<file path="src/rtl/vram_pkg.sv">
`default_nettype none
// ============================================================================
// Module      : vram_pkg
// Description : Shared constants and state encoding for the VRAM text scanner.
// Revision    : 1.0 - initial release
// ============================================================================
package vram_pkg;

  localparam int TEXT_COLS = 60;
  localparam int TEXT_ROWS = 17;
  localparam int CELL_W    = 8;
  localparam int CELL_H    = 16;
  localparam int VRAM_AW   = 10;
  localparam int LCD_W     = 480;
  localparam int LCD_H     = 272;

  typedef enum logic [1:0] {
    IDLE  = 2'd0,
    FETCH = 2'd1,
    DRAIN = 2'd2
  } scan_state_t;

endpackage
`default_nettype wire

</file>
<file path="src/rtl/line_buf.sv">
`default_nettype none
// ============================================================================
// Module      : line_buf
// Description : One text row of character codes; single write port and a
//               registered read port that holds its value when not enabled.
// Revision    : 1.0 - initial release
// ============================================================================
module line_buf
  import vram_pkg::*;
#(
  parameter int DEPTH = TEXT_COLS,
  parameter int AW    = 6
) (
  input  logic          clk,
  input  logic          rst_n,
  input  logic          we,
  input  logic [AW-1:0] waddr,
  input  logic [7:0]    wdata,
  input  logic          re,
  input  logic [AW-1:0] raddr,
  output logic [7:0]    rdata
);

  logic [7:0] mem_q [DEPTH];
  logic [7:0] rdata_d;
  logic [7:0] rdata_q;

  // Storage array: only the fetch path writes it and reset leaves it alone.
  always_ff @(posedge clk) begin
    if (we && (32'(waddr) < DEPTH)) begin
      mem_q[waddr] <= wdata;
    end
  end

  // Read mux: new data on an enabled in-range read, otherwise hold.
  always_comb begin
    rdata_d = rdata_q;
    if (re && (32'(raddr) < DEPTH)) begin
      rdata_d = mem_q[raddr];
    end
  end

  // Registered read data, cleared on reset.
  always_ff @(posedge clk or negedge rst_n) begin
    if (!rst_n) begin
      rdata_q <= '0;
    end else begin
      rdata_q <= rdata_d;
    end
  end

  assign rdata = rdata_q;

endmodule
`default_nettype wire

</file>
<file path="src/rtl/vram_scanner.sv">
`default_nettype none
// ============================================================================
// Module      : vram_scanner
// Description : Prefetches one text row from VRAM into a line buffer at the
//               first scanline of each character row, then serves character
//               code and glyph coordinates for every active pixel.
// Revision    : 1.0 - initial release
// ============================================================================
module vram_scanner #(
  parameter int COLS   = 60,
  parameter int ROWS   = 17,
  parameter int CELL_W = 8,
  parameter int CELL_H = 16,
  parameter int RD_LAT = 1
) (
  input  logic       MEMORY_CLK,
  input  logic       rst_n,
  input  logic       line_start,
  input  logic [8:0] line_y,
  input  logic       pix_en,
  input  logic [8:0] pix_x,
  output logic       v_ceb,
  output logic [9:0] v_adb,
  output logic       v_oce,
  output logic       v_resetb,
  input  logic [7:0] v_dout,
  output logic [7:0] char_code,
  output logic [3:0] glyph_row,
  output logic [2:0] glyph_col,
  output logic       char_valid,
  output logic       fetch_busy,
  output logic       fetch_err
);

  import vram_pkg::*;

  localparam int              CW         = $clog2(COLS);
  localparam int              XB         = $clog2(CELL_W);
  localparam int              YB         = $clog2(CELL_H);
  localparam int              DW         = (RD_LAT > 1) ? $clog2(RD_LAT) : 1;
  localparam logic [8:0]      Y_LIMIT    = 9'(ROWS * CELL_H);
  localparam logic [8:0]      X_LIMIT    = 9'(COLS * CELL_W);
  localparam logic [CW-1:0]   LAST_COL   = CW'(COLS - 1);
  localparam logic [DW-1:0]   LAST_DRAIN = DW'(RD_LAT - 1);

  // Row base address from a table of constant products: no multiplier.
  function automatic logic [VRAM_AW-1:0] row_base(input logic [8:0] row);
    logic [VRAM_AW-1:0] b;
    b = '0;
    for (int i = 0; i < ROWS; i++) begin
      if (row == 9'(i)) b = VRAM_AW'(i * COLS);
    end
    return b;
  endfunction

  scan_state_t        state_q, state_d;
  logic [CW-1:0]      col_q, col_d;
  logic [VRAM_AW-1:0] base_q, base_d;
  logic [DW-1:0]      drain_q, drain_d;
  logic               dl_vld_q [RD_LAT];
  logic               dl_vld_d [RD_LAT];
  logic [CW-1:0]      dl_idx_q [RD_LAT];
  logic [CW-1:0]      dl_idx_d [RD_LAT];
  logic [3:0]         row_q, row_d;
  logic               char_valid_q, char_valid_d;
  logic [3:0]         glyph_row_q, glyph_row_d;
  logic [2:0]         glyph_col_q, glyph_col_d;
  logic               fetch_err_q, fetch_err_d;

  logic               line_ok;
  logic               pf_start;
  logic               busy;
  logic               pix_ok;
  logic               wr_en;
  logic [CW-1:0]      rd_addr;

  // Qualify the line pulse and pixel strobe against the visible area.
  always_comb begin
    line_ok  = line_start && (line_y < Y_LIMIT);
    pf_start = line_ok && (line_y[YB-1:0] == '0);
    busy     = (state_q != IDLE);
    pix_ok   = pix_en && (pix_x < X_LIMIT);
  end

  // Prefetch FSM next state; a new row start always wins, even mid-fetch.
  always_comb begin
    state_d = state_q;
    col_d   = col_q;
    base_d  = base_q;
    drain_d = drain_q;
    unique case (state_q)
      IDLE: begin
        state_d = IDLE;
      end
      FETCH: begin
        if (col_q == LAST_COL) begin
          state_d = DRAIN;
          drain_d = '0;
        end else begin
          col_d = col_q + CW'(1);
        end
      end
      DRAIN: begin
        if (drain_q == LAST_DRAIN) begin
          state_d = IDLE;
        end else begin
          drain_d = drain_q + DW'(1);
        end
      end
      default: begin
        state_d = IDLE;
      end
    endcase
    if (pf_start) begin
      state_d = FETCH;
      col_d   = '0;
      base_d  = row_base(line_y >> YB);
    end
  end

  // Read-return delay line; a restart flushes reads still in flight.
  always_comb begin
    for (int i = 0; i < RD_LAT; i++) begin
      dl_vld_d[i] = 1'b0;
      dl_idx_d[i] = '0;
    end
    if (!pf_start) begin
      dl_vld_d[0] = (state_q == FETCH);
      dl_idx_d[0] = col_q;
      for (int i = 1; i < RD_LAT; i++) begin
        dl_vld_d[i] = dl_vld_q[i-1];
        dl_idx_d[i] = dl_idx_q[i-1];
      end
    end
  end

  // Pixel-side registers, row latch and sticky protocol error.
  always_comb begin
    row_d        = line_ok ? line_y[3:0] : row_q;
    char_valid_d = pix_ok;
    glyph_row_d  = pix_ok ? row_q : glyph_row_q;
    glyph_col_d  = pix_ok ? pix_x[2:0] : glyph_col_q;
    fetch_err_d  = fetch_err_q | (busy && (pf_start || pix_en));
  end

  // State registers with asynchronous active-low reset.
  always_ff @(posedge MEMORY_CLK or negedge rst_n) begin
    if (!rst_n) begin
      state_q      <= IDLE;
      col_q        <= '0;
      base_q       <= '0;
      drain_q      <= '0;
      for (int i = 0; i < RD_LAT; i++) begin
        dl_vld_q[i] <= 1'b0;
        dl_idx_q[i] <= '0;
      end
      row_q        <= '0;
      char_valid_q <= 1'b0;
      glyph_row_q  <= '0;
      glyph_col_q  <= '0;
      fetch_err_q  <= 1'b0;
    end else begin
      state_q      <= state_d;
      col_q        <= col_d;
      base_q       <= base_d;
      drain_q      <= drain_d;
      for (int i = 0; i < RD_LAT; i++) begin
        dl_vld_q[i] <= dl_vld_d[i];
        dl_idx_q[i] <= dl_idx_d[i];
      end
      row_q        <= row_d;
      char_valid_q <= char_valid_d;
      glyph_row_q  <= glyph_row_d;
      glyph_col_q  <= glyph_col_d;
      fetch_err_q  <= fetch_err_d;
    end
  end

  // Returned data lands in the column it was issued for, unless discarded.
  assign wr_en   = dl_vld_q[RD_LAT-1] && !pf_start;
  assign rd_addr = CW'(pix_x >> XB);

  line_buf #(
    .DEPTH (COLS),
    .AW    (CW)
  ) u_line_buf (
    .clk   (MEMORY_CLK),
    .rst_n (rst_n),
    .we    (wr_en),
    .waddr (dl_idx_q[RD_LAT-1]),
    .wdata (v_dout),
    .re    (pix_ok),
    .raddr (rd_addr),
    .rdata (char_code)
  );

  assign v_ceb      = (state_q == FETCH);
  assign v_adb      = v_ceb ? (base_q + {{(VRAM_AW-CW){1'b0}}, col_q}) : '0;
  assign v_oce      = 1'b1;
  assign v_resetb   = 1'b0;
  assign glyph_row  = glyph_row_q;
  assign glyph_col  = glyph_col_q;
  assign char_valid = char_valid_q;
  assign fetch_busy = busy;
  assign fetch_err  = fetch_err_q;

endmodule
`default_nettype wire

</file>
<file path="config.mk">
export PLATFORM = sky130hd
export DESIGN_NAME = vram_scanner
export DESIGN_NICKNAME = d
export VERILOG_FILES = /design/src/rtl/vram_pkg.sv /design/src/rtl/line_buf.sv /design/src/rtl/vram_scanner.sv
export SDC_FILE = /design/constraint.sdc
export NUM_CORES = 1
export LEC_CHECK = 0
export ABC_CLOCK_PERIOD_IN_PS = 3000
export CAP_MARGIN = 20
export CORE_ASPECT_RATIO = 0.7
export CORE_MARGIN = 2
export CORE_UTILIZATION = 65
export CTS_CLUSTER_DIAMETER = 40
export DETAILED_ROUTE_END_ITERATION = 6
export PLACE_DENSITY = 0.83
export REMOVE_ABC_BUFFERS = 1
export SYNTH_ARGS = -nofsm -noshare
export SYNTH_HDL_FRONTEND = slang
export SYNTH_SLANG_ARGS = --single-unit
export TNS_END_PERCENT = 30
</file>
<file path="constraint.sdc">
create_clock -name MEMORY_CLK -period 3 [get_ports MEMORY_CLK]
set_clock_uncertainty 0.05 [all_clocks]
set_input_delay 0.45 -clock MEMORY_CLK [delete_from_list [all_inputs] [get_ports MEMORY_CLK]]
set_output_delay 0.45 -clock MEMORY_CLK [all_outputs]
set_load 0.005 [all_outputs]
</file>
==> results.sh, run 1 <==
export IMPL_grt_setup_unrepaired="yes"
export IMPL_grtUsageMet2_pct=46.4
export IMPL_grt_util_met3_pct=6.96
export IMPL_endpoint_kind="output port"
export IMPL_path_depth=7
export IMPL_final_cell_mix="edfxtp_1, mux4_2, nor2_1, buf_4, mux2i_1"
export IMPL_avgSynthCellArea_sq_um=19.0
export IMPL_syn2layout_area_growth_pct=14.5
export IMPL_die_w_um=219
export IMPL_timing_rr_start="dl_idx_q[5]$_DFF_PN0_"
export IMPL_cts_tree="built"
export IMPL_min_period_ns=2.96
export IMPL_syn_inst=1104
export IMPL_fmax_mhz=337
export IMPL_synth_ff_type="edfxtp_1"
export IMPL_yosysWarnings=0
export IMPL_gr_usage_met1_pct=49.2
export IMPL_port_buffers=58
export IMPL_die_area_sq_um=33800
export IMPL_hold_violations=0
export IMPL_ys_async_sr_fraction_pct=8.40
export IMPL_cts_buffers=49
export IMPL_detail_route_antenna_nets=0
export IMPL_grt_overflow_total=0
export IMPL_reg2reg_depth=6
export IMPL_min_path_type="primary input to flop"
export IMPL_path_clk_slew_ns=0.06
export IMPL_ys_ff_latch=524
export IMPL_root_buffer="clkbuf_16"
export IMPL_cts_buffer_depth=3
export IMPL_yosysSeqAreaShare_pct=73.9
export IMPL_row_count=55
export IMPL_crit_path_top_delay_cell="fa_2"
export IMPL_period_share_pct=98.8
export IMPL_crit_end="v_adb[6]"
export IMPL_fin_nets=1273
export IMPL_slew_limit_headroom_pct=37.4
export IMPL_cp_top_family="adder cells"
export IMPL_place_congestion=0.990
export IMPL_drc=0
export IMPL_busiest_layer="met1"
export IMPL_path_max_fanout=3
export IMPL_critPathLaunch="col_q[2]$_DFFE_PN0P_"
export IMPL_antenna_found_initial=0
export IMPL_die_height_um=154
export IMPL_boundaryPins=61
export IMPL_setup_tns_ns=0
export IMPL_drt_iter0_drc=1889
export IMPL_start_kind="flop"
export IMPL_synth_area_sq_um=21000
export IMPL_drt_total_wl_um=51700
export IMPL_dr_pass1_iters=5
export IMPL_synth_cell_type_count=72
export IMPL_maxCapViolCount=0
export IMPL_setup_viol_count_final=0
export IMPL_diodes=0
export IMPL_final_common_cell="edfxtp_1"
export IMPL_post_place_ws_ns=-0.0401
export IMPL_grt_pass1_wl_um=76700
export IMPL_vias=11691
export IMPL_grt_max_degree=61
export IMPL_grt_util_all_layers_pct=31.8
export IMPL_r2r_end="u_line_buf.mem_q[46][5]$_DFFE_PP_"
export IMPL_drive_gt1_share_pct=23.6
export IMPL_power_leakage_nw=8.13
export IMPL_rrSetupSlack_ns=0.37
export IMPL_slowest_delay_ns=0.41
export IMPL_worstMarginPinSlew_ns=0.935
export IMPL_finalWorstSetupSlack_ns=0.0366
export IMPL_crit_buf_inv=1
export IMPL_slew_violations=0
export IMPL_core_area_sq_um=32100
export IMPL_ir_worst_vdd_uv=528
export IMPL_start_util_pct=65.5
export IMPL_grt_pass1_vias=11446
export IMPL_arrival_ns=2.46
export IMPL_clock_latency_ns=0.57
export IMPL_avgRoutedWirePerCell_um=30.3
export IMPL_viasPerCell=6.86
export IMPL_status="completed"
export IMPL_cts_sinks=524
export IMPL_criticalPathCategory="flop to output port"
export IMPL_path_cells="ha_2 > fa_2 > a21o_1 > a21oi_2 > xnor2_1 > nor2_1 > dlygate4sd2_1"
export IMPL_htree_levels=2
export IMPL_cp_required_ns=2.50
export IMPL_pwr_density_cell_nw_per_um2=714
export IMPL_synth_edff_count=480
export IMPL_dp_hpwl_um=32700
state kept, by name (all words and copies together) (netlist names):
signal and flops:
dl_vld_q 1, state_q 2, glyph_row 4, u_line_buf.rdata 8
glyph_col 3, char_valid 1, row_q 4, col_q 6
u_line_buf.mem_q 480, dl_idx_q 6, fetch_err 1, base_q 8
final cells by class:
type	instances	area, sq um
sequential	524	15500
clock inverter	32	383
clock buffer	59	1310
timing repair buffer	140	1280
fill	1737	8020
inverter	5	18.8
multi-input combinational	517	5020
tap	427	534
synth_stat cells, types with 5 or more instances:
cell type  instances  area share, %
ha_1               5           0.30
nor2_1            88            1.6
o22ai_1            5           0.15
o21ai_1            7           0.17
or3_1              5           0.15
nand3b_1           5           0.18
xor2_1             5           0.21
a21oi_1           17           0.41
nand3_1            9           0.21
buf_6              8           0.43
nand2_1           53           0.95
xnor2_1            5           0.21
mux4_2           101             11
mux2i_1           58            2.8
and2_1            14           0.42
buf_1              5          0.089
nor3_1             8           0.19
nand2b_1           5           0.15
dfrtp_1           44            5.2
buf_4              6           0.21
clkbuf_1          13           0.23
a221oi_1          13           0.54
nor2b_1            6           0.18
edfxtp_1         480             69
mux2_2             9           0.48
a22oi_1           10           0.36
buf_2             13           0.31
o21ai_0           13           0.31
clkbuf_8           6           0.39
per-stage QoR:
| step | utilization, % | total power, mW | cell area, sq um | instances | hold WS [ns] |
|---|---|---|---|---|---|
| floorplan | - | 9.55 | 20500 | 1046 | 0.104 |
| global placement | 69.5 | 10.6 | 22300 | 1608 | 0.396 |
| detailed placement | 69.5 | 10.7 | 22300 | 1608 | 0.402 |
| CTS | 74.8 | 17.2 | 24000 | 1701 | 0.0386 |
| global route | 75.0 | 17.6 | 24100 | 1704 | 0.128 |
| finish | 75.0 | 17.2 | 24100 | 1704 | 0.129 |
layer usage:
metal,wire [um],share of wire [%]
met1,20100,39
met2,23500,45
met3,6510,13
met4,1560,3.0
met5,0,0
what timing repair did:
| action | in CTS | in global routing |
|---|---|---|
| gates cloned | 0 | 0 |
| endpoints found under the setup margin | 5 | 6 |
| hold buffers | 0 | 1 |
| gates resized for setup | 10 | 6 |
| buffers inserted | 2 | 0 |
| hold endpoints to repair | 0 | 44 |
| pin swaps | 3 | 3 |
logic make-up after synthesis:
kind of cell	share of synthesized area [%]
buffers and inverters	2.32
AO/OA/AOI/OAI	3.81
adder cells (fa/ha/maj)	0.393
AND/OR/NAND/NOR	4.82
multiplexers	14.3
flip-flops	73.9
XOR/XNOR	0.417
other	0.0358
power by group:
part | switching [mW] | internal, mW | total (mW)
combinational | 1.22 | 0.836 | 2.06
sequential | 0.267 | 8.34 | 8.61
clock | 2.69 | 3.82 | 6.50
how the worst min path moves through the flow:
| stage | startpoint | endpoint | slack (ns) | depth (start not counted) |
|---|---|---|---|---|
| 2_1_floorplan | rst_n | base_q[2]$_DFFE_PN0P_ | 0.10 | 0 |
| 3_3_place_gp | row_q[1]$_DFFE_PN0P_ | glyph_row[1]$_DFFE_PN0P_ | 0.40 | 2 |
| 3_5_place_dp | fetch_err$_DFF_PN0_ | fetch_err$_DFF_PN0_ | 0.40 | 1 |
| 4_1_cts | rst_n | u_line_buf.rdata[2]$_DFFE_PN0P_ | 0.04 | 1 |
| 5_1_grt | v_dout[6] | u_line_buf.mem_q[52][6]$_DFFE_PP_ | 0.13 | 1 |
| 6_report | v_dout[6] | u_line_buf.mem_q[53][6]$_DFFE_PP_ | 0.13 | 1 |
worst register-to-register path, cell delays in order, from the launching register on:
cell and delay (ns):
dfrtp_1 0.52, nand3_1 0.25, nand3_1 0.15, nor2_1 0.18, nand3_1 0.21, buf_4 0.22, nor2_1 0.66
No activity file was read; power rests on OpenSTA's default activity.
==> inputs of run 2 (changes only) <==
--- a/config.mk
+++ b/config.mk
@@ -9,10 +9,10 @@
 export CAP_MARGIN = 20
 export CORE_ASPECT_RATIO = 0.7
 export CORE_MARGIN = 2
-export CORE_UTILIZATION = 65
+export CORE_UTILIZATION = 50
 export CTS_CLUSTER_DIAMETER = 40
 export DETAILED_ROUTE_END_ITERATION = 6
-export PLACE_DENSITY = 0.83
+export PLACE_DENSITY = 0.67
 export REMOVE_ABC_BUFFERS = 1
 export SYNTH_ARGS = -nofsm -noshare
 export SYNTH_HDL_FRONTEND = slang
==> results.sh, run 2 (synthesized netlist as in run 1, its figures left out) <==
export IMPL_viasPerCell=6.10
export IMPL_place_congestion=0.864
export IMPL_dr_pass1_iters=5
export IMPL_syn2layout_area_growth_pct=15.6
export IMPL_critPathLaunch="col_q[3]$_DFFE_PN0P_"
export IMPL_core_area_sq_um=41200
export IMPL_finalPower_mw=16.8
export IMPL_arrival_ns=2.44
export IMPL_final_cell_mix="edfxtp_1, mux4_2, buf_4, nor2_1, mux2i_1"
export IMPL_die_w_um=249
export IMPL_largest_register="u_line_buf.mem_q"
export IMPL_drc=0
export IMPL_r2r_end="u_line_buf.mem_q[6][7]$_DFFE_PP_"
export IMPL_switching_share_pct=25.1
export IMPL_grt_setup_unrepaired="yes"
export IMPL_start_kind="flop"
export IMPL_hold_violations=0
export IMPL_crit_end="v_adb[5]"
export IMPL_fmax_mhz=340
export IMPL_p_switching_mw=4.22
export IMPL_worstMarginPinSlew_ns=0.918
export IMPL_clock_latency_ns=0.58
export IMPL_finalWorstSetupSlack_ns=0.0574
export IMPL_pwr_density_cell_nw_per_um2=691
export IMPL_antenna_found_initial=0
export IMPL_endpoint_kind="output port"
export IMPL_drive_gt1_share_pct=25.1
export IMPL_root_buffer="clkbuf_16"
export IMPL_drt_iter0_drc=1262
export IMPL_min_period_ns=2.94
export IMPL_vias=11255
export IMPL_timing_rr_start="dl_idx_q[5]$_DFF_PN0_"
export IMPL_ir_worst_vdd_uv=473
export IMPL_row_count=62
export IMPL_slew_violations=0
export IMPL_timing_hold_ws_ns=0.0843
export IMPL_die_height_um=175
export IMPL_cts_tree="built"
export IMPL_drt_total_wl_um=51200
export IMPL_boundaryPins=61
export IMPL_criticalPathCategory="flop to output port"
export IMPL_diodes=0
export IMPL_dp_hpwl_um=33400
export IMPL_cts_sinks=524
export IMPL_cts_buffers=51
export IMPL_detail_route_antenna_nets=0
export IMPL_die_area_sq_um=43700
export IMPL_final_common_cell="edfxtp_1"
export IMPL_sequentialPowerShare_pct=51.3
export IMPL_post_place_ws_ns=-0.0402
export IMPL_setup_viol_count_final=0
export IMPL_fin_nets=1296
export IMPL_reg2reg_depth=6
export IMPL_htree_levels=2
export IMPL_grt_pass1_vias=11202
export IMPL_power_leakage_nw=8.18
export IMPL_p_comb_share_pct=12.3
export IMPL_cp_required_ns=2.50
export IMPL_rrSetupSlack_ns=0.52
export IMPL_grt_pass1_wl_um=75500
export IMPL_cts_buffer_depth=3
export IMPL_status="completed"
export IMPL_path_clk_slew_ns=0.06
export IMPL_min_path_type="primary input to flop"
export IMPL_maxCapViolCount=0
export IMPL_slew_limit_headroom_pct=38.6
export IMPL_grt_overflow_total=0
export IMPL_period_share_pct=98.1
export IMPL_min_path_cells=1
export IMPL_grt_max_degree=61
export IMPL_port_buffers=58
export IMPL_largest_reg_flops=480
export IMPL_p_clk_share_pct=36.4
export IMPL_start_util_pct=51.0
export IMPL_avgRoutedWirePerCell_um=27.7
export IMPL_path_max_fanout=2
export IMPL_p_int_mw=12.6
export IMPL_grt_util_all_layers_pct=23.7
run 2: cell types whose count changed in the layout (fill, tap and decap cells not counted), sizes merged:
cell,previous run,this run
buf,92,114
bufinv,8,1
clkbuf,61,68
clkdlybuf4s15,1,0
clkdlybuf4s50,40,41
clkinvlp,2,3
dlygate4sd2,1,2
dlymetal6s2s,3,1
inv,7,10
run 2: power by group through the flow:
| stage | combinational (mW) | sequential [mW] | clock [mW] |
|---|---|---|---|
| 2_1_floorplan | 0.912 | 8.64 | 0 |
| 4_1_cts | 2.04 | 8.59 | 6.18 |
| 3_5_place_dp | 1.97 | 8.75 | 0 |
| 3_3_place_gp | 1.94 | 8.74 | 0 |
| 5_1_grt | 2.21 | 8.63 | 6.48 |
| 6_report | 2.06 | 8.61 | 6.11 |
run 2: through the flow:
stage | cells | TNS, ns | utilization [%] | cell area (sq um)
2_1_floorplan | 1046 | 0 | - | 20500
5_1_grt | 1846 | -0.00449 | 58.9 | 24300
4_1_cts | 1843 | -0.0288 | 58.8 | 24200
3_3_place_gp | 1744 | -0.0147 | 54.8 | 22600
3_5_place_dp | 1744 | -2.83 | 54.8 | 22600
6_report | 1846 | 0 | 58.9 | 24300
run 2: timing repair:
action,4_1_cts,5_1_grt
gates resized for setup,13,6
endpoints found under the hold margin,0,10
buffers inserted,4,1
setup endpoints to repair,5,3
hold buffers,0,1
pin swaps,1,3
run 2: critical path: stages, from the launching register on:
cell and delay, ns:
dfrtp_2 0.42, ha_1 0.30, a21o_1 0.16, a21o_1 0.21, xnor2_1 0.15, nor2_1 0.11, clkdlybuf4s50_1 0.52
run 2: how the worst min path moves through the flow:
stage | start | to | slack (ns)
2_1_floorplan | rst_n | base_q[2]$_DFFE_PN0P_ | 0.10
3_3_place_gp | fetch_err$_DFF_PN0_ | fetch_err$_DFF_PN0_ | 0.40
3_5_place_dp | row_q[3]$_DFFE_PN0P_ | glyph_row[3]$_DFFE_PN0P_ | 0.40
4_1_cts | rst_n | u_line_buf.rdata[7]$_DFFE_PN0P_ | 0.02
5_1_grt | v_dout[5] | u_line_buf.mem_q[34][5]$_DFFE_PP_ | 0.09
6_report | v_dout[5] | u_line_buf.mem_q[34][5]$_DFFE_PP_ | 0.08
run 2: cell type report:
type	count	area, sq um
tap	544	681
timing repair buffer	161	1440
multi-input combinational	517	5030
clock inverter	29	218
inverter	5	18.8
sequential	524	15500
fill	3005	16900
clock buffer	66	1370
run 2: routing by layer:
layer  vias to the layer above  GRT usage (%)  share of wire, %
met3                        73           5.50               9.4
met5                         -              0                 0
met1                      5896           37.6                45
met2                       521           33.3                43
li1                       4765              -                 -
met4                         0           5.56               2.0
